[src/rtl/rx_pkg.sv]
// Shared constants and elaboration-time helpers for the response collector.
package rx_pkg;

    // Bit positions inside the sticky err_flags vector.
    localparam int ERR_OVF  = 0;
    localparam int ERR_SPUR = 1;
    localparam int ERR_LOST = 2;

    // Ceiling log2, used for pointer, counter and index widths.
    function automatic int clog2(input int value);
        int r;
        int v;
        r = 0;
        v = value - 1;
        while (v > 0) begin
            r = r + 1;
            v = v >> 1;
        end
        return r;
    endfunction

    // Width of a channel index; never narrower than one bit.
    function automatic int idx_width(input int n);
        return (n > 1) ? clog2(n) : 1;
    endfunction

endpackage

[src/rtl/rx_resp_collector_if.sv]
// Issue/completion/response bundle between the switch side and the read-back path.
interface rx_resp_collector_if
    import rx_pkg::*;
#(
    parameter int NUM_SW_INST = 5,
    parameter int W_WIDTH     = 8,
    parameter int ID_WIDTH    = 8
);
    localparam int IDX_W = idx_width(NUM_SW_INST);

    logic [NUM_SW_INST-1:0]         sel_en;
    logic [ID_WIDTH-1:0]            op_id;
    logic [NUM_SW_INST*W_WIDTH-1:0] rd_data;
    logic [NUM_SW_INST-1:0]         ack;
    logic                           out_ready;
    logic                           out_valid;
    logic [W_WIDTH-1:0]             rd_data_out;
    logic [ID_WIDTH-1:0]            op_id_out;
    logic [IDX_W-1:0]               sw_idx_out;
    logic [NUM_SW_INST-1:0]         sw_busy;
    logic [NUM_SW_INST-1:0]         sw_full;
    logic [2:0]                     err_flags;

    modport master (
        output sel_en, op_id, rd_data, ack, out_ready,
        input  out_valid, rd_data_out, op_id_out, sw_idx_out, sw_busy, sw_full, err_flags
    );

    modport slave (
        input  sel_en, op_id, rd_data, ack, out_ready,
        output out_valid, rd_data_out, op_id_out, sw_idx_out, sw_busy, sw_full, err_flags
    );

endinterface

[src/rtl/rx_id_fifo.sv]
// Per-channel op_id FIFO with show-ahead output. The caller guarantees that
// pushes only occur when there is room (or a pop in the same cycle) and pops
// only when non-empty.
module rx_id_fifo
    import rx_pkg::*;
#(
    parameter int ID_WIDTH   = 8,
    parameter int FIFO_DEPTH = 4,
    localparam int AW = clog2(FIFO_DEPTH),
    localparam int CW = clog2(FIFO_DEPTH + 1)
) (
    input  logic                clk,
    input  logic                rst,
    input  logic                push_i,
    input  logic                pop_i,
    input  logic [ID_WIDTH-1:0] din_i,
    output logic [ID_WIDTH-1:0] dout_o,
    output logic [CW-1:0]       count_o,
    output logic                empty_o,
    output logic                full_o
);

    logic [ID_WIDTH-1:0] mem_q [FIFO_DEPTH];
    logic [AW-1:0]       wr_ptr_q;
    logic [AW-1:0]       rd_ptr_q;
    logic [CW-1:0]       cnt_q;

    // Storage write; contents are don't-care until written, so no reset.
    always_ff @(posedge clk) begin
        if (push_i) begin
            mem_q[wr_ptr_q] <= din_i;
        end
    end

    // Pointer and occupancy bookkeeping; pointers wrap naturally (power-of-two depth).
    always_ff @(posedge clk) begin
        if (rst) begin
            wr_ptr_q <= AW'(0);
            rd_ptr_q <= AW'(0);
            cnt_q    <= CW'(0);
        end else begin
            if (push_i) begin
                wr_ptr_q <= wr_ptr_q + AW'(1);
            end
            if (pop_i) begin
                rd_ptr_q <= rd_ptr_q + AW'(1);
            end
            case ({push_i, pop_i})
                2'b10:   cnt_q <= cnt_q + CW'(1);
                2'b01:   cnt_q <= cnt_q - CW'(1);
                default: cnt_q <= cnt_q;
            endcase
        end
    end

    assign dout_o  = mem_q[rd_ptr_q];
    assign count_o = cnt_q;
    assign empty_o = (cnt_q == CW'(0));
    assign full_o  = (cnt_q == CW'(FIFO_DEPTH));

endmodule

[src/rtl/rx_resp_collector.sv]
// Collects per-switch responses: op_id FIFOs track outstanding issues, one
// pending slot per channel holds a completed response, and a round-robin
// arbiter moves slots into a single held valid/ready output register.
module rx_resp_collector
    import rx_pkg::*;
#(
    parameter int NUM_SW_INST = 5,
    parameter int W_WIDTH     = 8,
    parameter int ID_WIDTH    = 8,
    parameter int FIFO_DEPTH  = 4
) (
    input  logic               clk,
    input  logic               rst,
    rx_resp_collector_if.slave bus
);

    localparam int IDX_W = idx_width(NUM_SW_INST);
    localparam int CW    = clog2(FIFO_DEPTH + 1);

    logic [NUM_SW_INST-1:0] fifo_empty_s, fifo_full_s, push_s, pop_s;
    logic [NUM_SW_INST-1:0] ovf_s, spur_s, lost_s, grant_s;
    logic [ID_WIDTH-1:0]    fifo_dout_s [NUM_SW_INST];
    logic [CW-1:0]          fifo_cnt_s  [NUM_SW_INST];

    logic [NUM_SW_INST-1:0] slot_vld_q, slot_vld_d;
    logic [W_WIDTH-1:0]     slot_data_q [NUM_SW_INST];
    logic [W_WIDTH-1:0]     slot_data_d [NUM_SW_INST];
    logic [ID_WIDTH-1:0]    slot_id_q   [NUM_SW_INST];
    logic [ID_WIDTH-1:0]    slot_id_d   [NUM_SW_INST];

    logic                   out_valid_q, out_valid_d;
    logic [W_WIDTH-1:0]     rd_data_out_q, rd_data_out_d;
    logic [ID_WIDTH-1:0]    op_id_out_q, op_id_out_d;
    logic [IDX_W-1:0]       sw_idx_out_q, sw_idx_out_d;
    logic [IDX_W-1:0]       rr_ptr_q, rr_ptr_d;
    logic [2:0]             err_q, err_d;

    logic                   load_s, gnt_any_s;
    logic [IDX_W-1:0]       gnt_idx_s, cand_s;

    // The output register may take a new response when empty or being accepted.
    assign load_s = !out_valid_q || bus.out_ready;

    for (genvar i = 0; i < NUM_SW_INST; i++) begin : g_ch
        rx_id_fifo #(
            .ID_WIDTH   (ID_WIDTH),
            .FIFO_DEPTH (FIFO_DEPTH)
        ) u_fifo (
            .clk     (clk),
            .rst     (rst),
            .push_i  (push_s[i]),
            .pop_i   (pop_s[i]),
            .din_i   (bus.op_id),
            .dout_o  (fifo_dout_s[i]),
            .count_o (fifo_cnt_s[i]),
            .empty_o (fifo_empty_s[i]),
            .full_o  (fifo_full_s[i])
        );

        // An ack against an empty FIFO never pops, even if an issue lands the same cycle.
        assign pop_s[i]   = bus.ack[i] & ~fifo_empty_s[i];
        assign push_s[i]  = bus.sel_en[i] & (~fifo_full_s[i] | pop_s[i]);
        assign ovf_s[i]   = bus.sel_en[i] & fifo_full_s[i] & ~pop_s[i];
        assign spur_s[i]  = bus.ack[i] & fifo_empty_s[i];
        assign lost_s[i]  = pop_s[i] & slot_vld_q[i] & ~grant_s[i];
        assign bus.sw_busy[i] = (fifo_cnt_s[i] != CW'(0));
        assign bus.sw_full[i] = fifo_full_s[i];
    end

    // Round-robin search over valid slots starting at rr_ptr; grants only when the output can load.
    always_comb begin
        grant_s   = '0;
        gnt_any_s = 1'b0;
        gnt_idx_s = '0;
        cand_s    = '0;
        for (int k = 0; k < NUM_SW_INST; k++) begin
            cand_s = IDX_W'((int'(rr_ptr_q) + k) % NUM_SW_INST);
            if (load_s && !gnt_any_s && slot_vld_q[cand_s]) begin
                gnt_any_s       = 1'b1;
                gnt_idx_s       = cand_s;
                grant_s[cand_s] = 1'b1;
            end else begin
                gnt_any_s = gnt_any_s;
            end
        end
    end

    // Pending slots: load on pop if free or leaving this cycle, clear on grant, else hold.
    always_comb begin
        slot_vld_d  = slot_vld_q;
        slot_data_d = slot_data_q;
        slot_id_d   = slot_id_q;
        for (int i = 0; i < NUM_SW_INST; i++) begin
            if (pop_s[i] && (!slot_vld_q[i] || grant_s[i])) begin
                slot_vld_d[i]  = 1'b1;
                slot_data_d[i] = bus.rd_data[i*W_WIDTH +: W_WIDTH];
                slot_id_d[i]   = fifo_dout_s[i];
            end else if (grant_s[i]) begin
                slot_vld_d[i] = 1'b0;
            end else begin
                slot_vld_d[i] = slot_vld_q[i];
            end
        end
    end

    // Output register, round-robin pointer advance and sticky error accumulation.
    always_comb begin
        out_valid_d   = out_valid_q;
        rd_data_out_d = rd_data_out_q;
        op_id_out_d   = op_id_out_q;
        sw_idx_out_d  = sw_idx_out_q;
        rr_ptr_d      = rr_ptr_q;
        if (load_s) begin
            out_valid_d = gnt_any_s;
            if (gnt_any_s) begin
                rd_data_out_d = slot_data_q[gnt_idx_s];
                op_id_out_d   = slot_id_q[gnt_idx_s];
                sw_idx_out_d  = gnt_idx_s;
                rr_ptr_d      = (gnt_idx_s == IDX_W'(NUM_SW_INST - 1)) ? IDX_W'(0)
                                                                       : gnt_idx_s + IDX_W'(1);
            end else begin
                rr_ptr_d = rr_ptr_q;
            end
        end else begin
            out_valid_d = out_valid_q;
        end
        err_d = err_q;
        err_d[ERR_OVF]  = err_q[ERR_OVF]  | (|ovf_s);
        err_d[ERR_SPUR] = err_q[ERR_SPUR] | (|spur_s);
        err_d[ERR_LOST] = err_q[ERR_LOST] | (|lost_s);
    end

    // State registers with synchronous reset that discards everything in flight.
    always_ff @(posedge clk) begin
        if (rst) begin
            slot_vld_q    <= '0;
            out_valid_q   <= 1'b0;
            rd_data_out_q <= '0;
            op_id_out_q   <= '0;
            sw_idx_out_q  <= '0;
            rr_ptr_q      <= '0;
            err_q         <= 3'b000;
            for (int i = 0; i < NUM_SW_INST; i++) begin
                slot_data_q[i] <= '0;
                slot_id_q[i]   <= '0;
            end
        end else begin
            slot_vld_q    <= slot_vld_d;
            slot_data_q   <= slot_data_d;
            slot_id_q     <= slot_id_d;
            out_valid_q   <= out_valid_d;
            rd_data_out_q <= rd_data_out_d;
            op_id_out_q   <= op_id_out_d;
            sw_idx_out_q  <= sw_idx_out_d;
            rr_ptr_q      <= rr_ptr_d;
            err_q         <= err_d;
        end
    end

    assign bus.out_valid   = out_valid_q;
    assign bus.rd_data_out = rd_data_out_q;
    assign bus.op_id_out   = op_id_out_q;
    assign bus.sw_idx_out  = sw_idx_out_q;
    assign bus.err_flags   = err_q;

endmodule

[src/flat_wrapper.sv]
// flat-port wrapper written by rule: the top's interface ports become plain ports
module rx_resp_collector_flat import rx_pkg::*;
#(
    parameter int NUM_SW_INST = 5,
    parameter int W_WIDTH     = 8,
    parameter int ID_WIDTH    = 8,
    parameter int FIFO_DEPTH  = 4
)
  (clk, rst, bus_sel_en, bus_op_id, bus_rd_data, bus_ack, bus_out_ready, bus_out_valid, bus_rd_data_out, bus_op_id_out, bus_sw_idx_out, bus_sw_busy, bus_sw_full, bus_err_flags);
  rx_resp_collector_if #(.NUM_SW_INST(NUM_SW_INST), .W_WIDTH(W_WIDTH), .ID_WIDTH(ID_WIDTH)) bus_i ();
  input  logic clk;
  input  logic rst;
  input wire logic [$bits(bus_i.sel_en)-1:0] bus_sel_en;
  input wire logic [$bits(bus_i.op_id)-1:0] bus_op_id;
  input wire logic [$bits(bus_i.rd_data)-1:0] bus_rd_data;
  input wire logic [$bits(bus_i.ack)-1:0] bus_ack;
  input wire logic [$bits(bus_i.out_ready)-1:0] bus_out_ready;
  output wire logic [$bits(bus_i.out_valid)-1:0] bus_out_valid;
  output wire logic [$bits(bus_i.rd_data_out)-1:0] bus_rd_data_out;
  output wire logic [$bits(bus_i.op_id_out)-1:0] bus_op_id_out;
  output wire logic [$bits(bus_i.sw_idx_out)-1:0] bus_sw_idx_out;
  output wire logic [$bits(bus_i.sw_busy)-1:0] bus_sw_busy;
  output wire logic [$bits(bus_i.sw_full)-1:0] bus_sw_full;
  output wire logic [$bits(bus_i.err_flags)-1:0] bus_err_flags;
  assign bus_i.sel_en = bus_sel_en;
  assign bus_i.op_id = bus_op_id;
  assign bus_i.rd_data = bus_rd_data;
  assign bus_i.ack = bus_ack;
  assign bus_i.out_ready = bus_out_ready;
  assign bus_out_valid = bus_i.out_valid;
  assign bus_rd_data_out = bus_i.rd_data_out;
  assign bus_op_id_out = bus_i.op_id_out;
  assign bus_sw_idx_out = bus_i.sw_idx_out;
  assign bus_sw_busy = bus_i.sw_busy;
  assign bus_sw_full = bus_i.sw_full;
  assign bus_err_flags = bus_i.err_flags;
  rx_resp_collector #(.NUM_SW_INST(NUM_SW_INST), .W_WIDTH(W_WIDTH), .ID_WIDTH(ID_WIDTH), .FIFO_DEPTH(FIFO_DEPTH)) u_core (.clk(clk), .rst(rst), .bus(bus_i));
endmodule
[config.mk]
export PLATFORM = sky130hd
export DESIGN_NAME = rx_resp_collector_flat
export DESIGN_NICKNAME = d
export VERILOG_FILES = /design/src/rtl/rx_pkg.sv /design/src/rtl/rx_resp_collector_if.sv /design/src/rtl/rx_id_fifo.sv /design/src/rtl/rx_resp_collector.sv /design/src/flat_wrapper.sv
export SDC_FILE = /design/constraint.sdc
export NUM_CORES = 1
export LEC_CHECK = 0
export CAP_MARGIN = 10
export CORE_ASPECT_RATIO = 2
export CORE_MARGIN = 2
export CORE_UTILIZATION = 35
export CTS_CLUSTER_DIAMETER = 200
export CTS_CLUSTER_SIZE = 40
export DETAILED_ROUTE_END_ITERATION = 10
export GPL_TIMING_DRIVEN = 0
export PLACE_DENSITY = 0.53
export SYNTH_ARGS = -nofsm -noshare
export SYNTH_HDL_FRONTEND = slang
export SYNTH_SLANG_ARGS = --single-unit
[constraint.sdc]
create_clock -name clk -period 14.9 [get_ports clk]
set_input_delay 4.47 -clock clk [delete_from_list [all_inputs] [get_ports clk]]
set_output_delay 4.47 -clock clk [all_outputs]
set_load 0.01 [all_outputs]
==> metrics.md <==
| Metric | Value |
|---|---|
| Aggregate routed wire length | `44.03 mm` |
| Setup TNS | `0 ps` |
| Largest net degree at the start of global routing | `42` |
| CTS hold repair buffers | `0` |
| EDFF count, synth | `160` |
| IO Count | `94` |
| Total setup buffers inserted after CTS | `0` |
| Count of port buffers added during placement | `91` |
| Count of buffer and inverter cells on the critical path | `5` |
| CP Launch Type | `primary input` |
| Critical Path Slowest Stage Cell | `sky130_fd_sc_hd__clkbuf_1` |
| Cell family with most CP delay | `buffers and inverters` |
| Total CTS buffers | `11` |
| # DRC | `0` |
| Vias in the first global route | `10413` |
| Post-CTS resize count | `0` |
| CP max stage delay | `610 ps` |
| Share of flip-flops with an asynchronous set or reset after synthesis | `0` |
| DR vias | `9915` |
| Initial core utilization | `0.3526` |
| Worst setup path category | `primary input to flip-flop` |
| Number of nets in the finished design | `1447` |
| Global-route wire length before repair | `64.89 mm` |
| Core Region | `0.04164 mm2` |
| Clock tree from TritonCTS | `built` |
| Standard-cell rows | `106` |
| # fillers | `4070` |
| Fraction of layout cells with a size suffix above 1 | `0.09911` |
| Total leakage power | `0.006037 uW` |
| Die boundary height | `293.7 um` |
| Via/cell ratio | `5.266` |
| Met2 global-route usage | `0.4127` |
| GRT Total Usage | `0.2024` |
| Maximum ir drop on the vdd rail | `0.1058 mV` |
| Commonest non-fill, non-tap cells in the layout | `sky130_fd_sc_hd__edfxtp_1, sky130_fd_sc_hd__dfxtp_1, sky130_fd_sc_hd__nor2_1` |
| Part of the Yosys area used for sequential elements | `0.5262` |
| Post-DP HPWL | `34.73 mm` |
| Netlist area before placement | `0.01469 mm2` |
| Number of levels in the clock H-tree | `1` |
| TritonRoute pass-1 iters | `5` |
| Arrival time reported for the critical path endpoint | `8510 ps` |
| P&R area growth vs syn | `12.93%` |
| Antenna-violating nets left | `0` |
| Peak-usage layer in the global routing report | `met2` |
| Critical path endpoint category | `flip-flop` |
| Count of yosys warnings during synthesis | `0` |
| FF+latch area | `0.007727 mm2` |
| Cell Pwr Density | `215.1 mW/mm2` |
| Dominant cell type by count on the critical path | `sky130_fd_sc_hd__clkbuf_1` |
| Fin. max-slew vios | `0` |
| Critical path required time | `15300 ps` |
| Detailed-route wire length per cell | `23.38 um` |
| Initial DRC Count | `546` |
| Result of the run | `finished clean` |
| Number of instances in the synthesized netlist | `1234` |
| Combined area of the multi-input logic cells | `0.006345 mm2` |
| Distinct cell type count after synthesis | `90` |
| Global routing met1 resource utilization | `0.1875` |
| Largest driver fanout on the critical path | `10` |
| Clock edge transition at the registers on the reported setup and hold paths | `160 ps` |
| Post-layout total power | `3568 uW` |
| Buffer cell driving the clock tree root | `sky130_fd_sc_hd__clkbuf_16` |
| Max-Cap Viols | `0` |
| Clk_skew | `33.03 ps` |
| Clock insertion delay at the later pin of the skew report | `520 ps` |
| Crit-path cells | `clkdlybuf4s50_1 > nor2b_1 > clkbuf_1 > a2111o_1 > or4_4 > buf_6 > mux2i_1 > o211ai_1 > clkbuf_1 > nor2_1 > nand3b_1 > clkbuf_1 > o211ai_1` |
| TritonCTS Sinks | `306` |
| Die footprint | `0.04371 mm2` |
| Final Hold Viols | `0` |
| Pin slew with the least headroom to its limit | `960.3 ps` |
| Weighted congestion at the end of routability-driven global placement | `0.9484` |
| Dominant register cell in the synthesized netlist | `sky130_fd_sc_hd__edfxtp_1` |
| Worst-case headroom to the max-slew limit | `0.3598` |
| Crit path time final | `8116 ps` |
| Die X-Extent | `148.8 um` |
| Number of antenna violations at the first check in global routing | `1` |
| Maximum buffer depth of the clock tree | `3` |
| Global-route congestion overflow total | `0` |
| Unrepaired setup endpoints after global routing | `no` |
| Post-synthesis sequential element count | `306` |
| Global routing usage on met3 | `0.01767` |
| Number of endpoints failing setup at the final stage | `0` |
| Mean instance size in the synthesized netlist | `11.90 um2` |
| Post-synthesis net count | `1343` |
| Final worst path period share | `0.5447` |
| Max Clk Rate | `123.2 MHz` |
| Path category of the worst min-delay check | `flip-flop to flip-flop` |
| Most frequent standard cell in the layout excluding fill and tap cells | `sky130_fd_sc_hd__edfxtp_1` |
synth_stat cells, types with 6 or more instances:
| library cell | instances | area (um2) |
|---|---|---|
| sky130_fd_sc_hd__clkbuf_1 | 51 | 191.4 |
| sky130_fd_sc_hd__a221oi_1 | 7 | 61.31 |
| sky130_fd_sc_hd__a22oi_1 | 16 | 120.1 |
| sky130_fd_sc_hd__nand2_1 | 46 | 172.7 |
| sky130_fd_sc_hd__o31ai_1 | 7 | 52.55 |
| sky130_fd_sc_hd__nand2b_1 | 14 | 87.58 |
| sky130_fd_sc_hd__a31oi_1 | 6 | 37.54 |
| sky130_fd_sc_hd__a21oi_1 | 31 | 155.2 |
| sky130_fd_sc_hd__edfxtp_1 | 160 | 4805 |
| sky130_fd_sc_hd__and2_1 | 26 | 162.7 |
| sky130_fd_sc_hd__or3_1 | 7 | 43.79 |
| sky130_fd_sc_hd__buf_2 | 16 | 80.08 |
| sky130_fd_sc_hd__nand3_1 | 11 | 55.05 |
| sky130_fd_sc_hd__buf_6 | 8 | 90.09 |
| sky130_fd_sc_hd__mux2i_1 | 109 | 1091 |
| sky130_fd_sc_hd__nor2b_1 | 9 | 56.30 |
| sky130_fd_sc_hd__a211oi_1 | 14 | 105.1 |
| sky130_fd_sc_hd__buf_4 | 7 | 52.55 |
| sky130_fd_sc_hd__o211ai_1 | 16 | 120.1 |
| sky130_fd_sc_hd__nor4_1 | 7 | 43.79 |
| sky130_fd_sc_hd__xnor2_1 | 22 | 192.7 |
| sky130_fd_sc_hd__xor2_1 | 10 | 87.58 |
| sky130_fd_sc_hd__inv_1 | 44 | 165.2 |
| sky130_fd_sc_hd__and3_1 | 11 | 68.82 |
| sky130_fd_sc_hd__o21ai_0 | 30 | 150.1 |
| sky130_fd_sc_hd__nor3b_1 | 16 | 120.1 |
| sky130_fd_sc_hd__dfxtp_1 | 146 | 2923 |
| sky130_fd_sc_hd__mux4_2 | 40 | 900.9 |
| sky130_fd_sc_hd__or2_2 | 15 | 93.84 |
| sky130_fd_sc_hd__nor2_1 | 142 | 533.0 |
| sky130_fd_sc_hd__o21a_1 | 21 | 157.7 |
| sky130_fd_sc_hd__nor3_1 | 17 | 85.08 |
| sky130_fd_sc_hd__ha_1 | 43 | 538.0 |
worst min-delay path, stage by stage, from the launching register on:
cell	delay, ps
sky130_fd_sc_hd__dfxtp_1	340
sky130_fd_sc_hd__nand2_1	50
sky130_fd_sc_hd__a21oi_1	60
where the power goes:
part / switching (uW) / internal [uW]
Clock: 252 / 143
Combinational: 1210 / 786
Sequential: 115 / 1060
metrics by stage:
stage	instances	utilization	hold WS [ps]	setup WS [ps]	area (um2)
after floorplan	1234	-	432.9	7715	14690
after global placement	1865	0.3907	463.9	6327	16270
after detailed placement	1865	0.3907	462.4	6271	16270
after CTS	1882	0.3982	481.9	6795	16580
after global routing	1883	0.3982	501.9	6599	16580
final	1883	0.3982	483.7	6784	16580
path summary, 6_finish.rpt:
path	startpoint	to	slack (ps)	cells after the start
worst max-delay path	bus_out_ready	u_core.bus.op_id_out[0]	6780	13
worst min-delay path	u_core.bus.sw_idx_out[0]	u_core.bus.sw_idx_out[0]	480	2
worst max register to register	u_core.rr_ptr_q[0]	u_core.bus.op_id_out[0]	7130	26
worst min register to register	u_core.bus.sw_idx_out[0]	u_core.bus.sw_idx_out[0]	480	2
final cells by class:
cell class                 count  share of cell area
sequential                   306              0.4659
timing repair buffer          91             0.05492
multi-input combinational    794              0.3826
antenna                        1           0.0001509
buffer                        86             0.02595
tap                          540             0.04074
clock inverter                 1           0.0009808
clock buffer                  16             0.01773
inverter                      48             0.01101
registers in the layout, summed over array words and instances, names as in the netlist:
name                         flops
u_core.slot_vld_q                5
u_core.bus.err_flags             3
u_core.g_ch.u_fifo.rd_ptr_q     10
u_core.g_ch.u_fifo.wr_ptr_q     10
u_core.bus.out_valid             1
u_core.rr_ptr_q                  3
u_core.bus.sw_idx_out            3
u_core.g_ch.u_fifo.mem_q       160
u_core.g_ch.u_fifo.count_o      15
u_core.bus.rd_data_out           8
u_core.slot_id_q                40
u_core.slot_data_q              40
u_core.bus.op_id_out             8
logic make-up after synthesis:
| family | count (synthesis) | share of synthesized area |
|---|---|---|
| adders and majority gates | 48 | 0.04345 |
| and+or+nand+nor | 356 | 0.1248 |
| buffers and inverters | 134 | 0.04175 |
| xor gates and xnor gates | 35 | 0.02317 |
| AOI/OAI and AO/OA | 201 | 0.1004 |
| DFF | 306 | 0.5262 |
| muxes | 154 | 0.1402 |
metal layers:
layer,part of all wire,wire [um]
met2,0.58,25660
met3,0.025,1108
met4,0.066,2896
met1,0.33,14360
met5,0,0
Power figures use the tool's default switching activity.
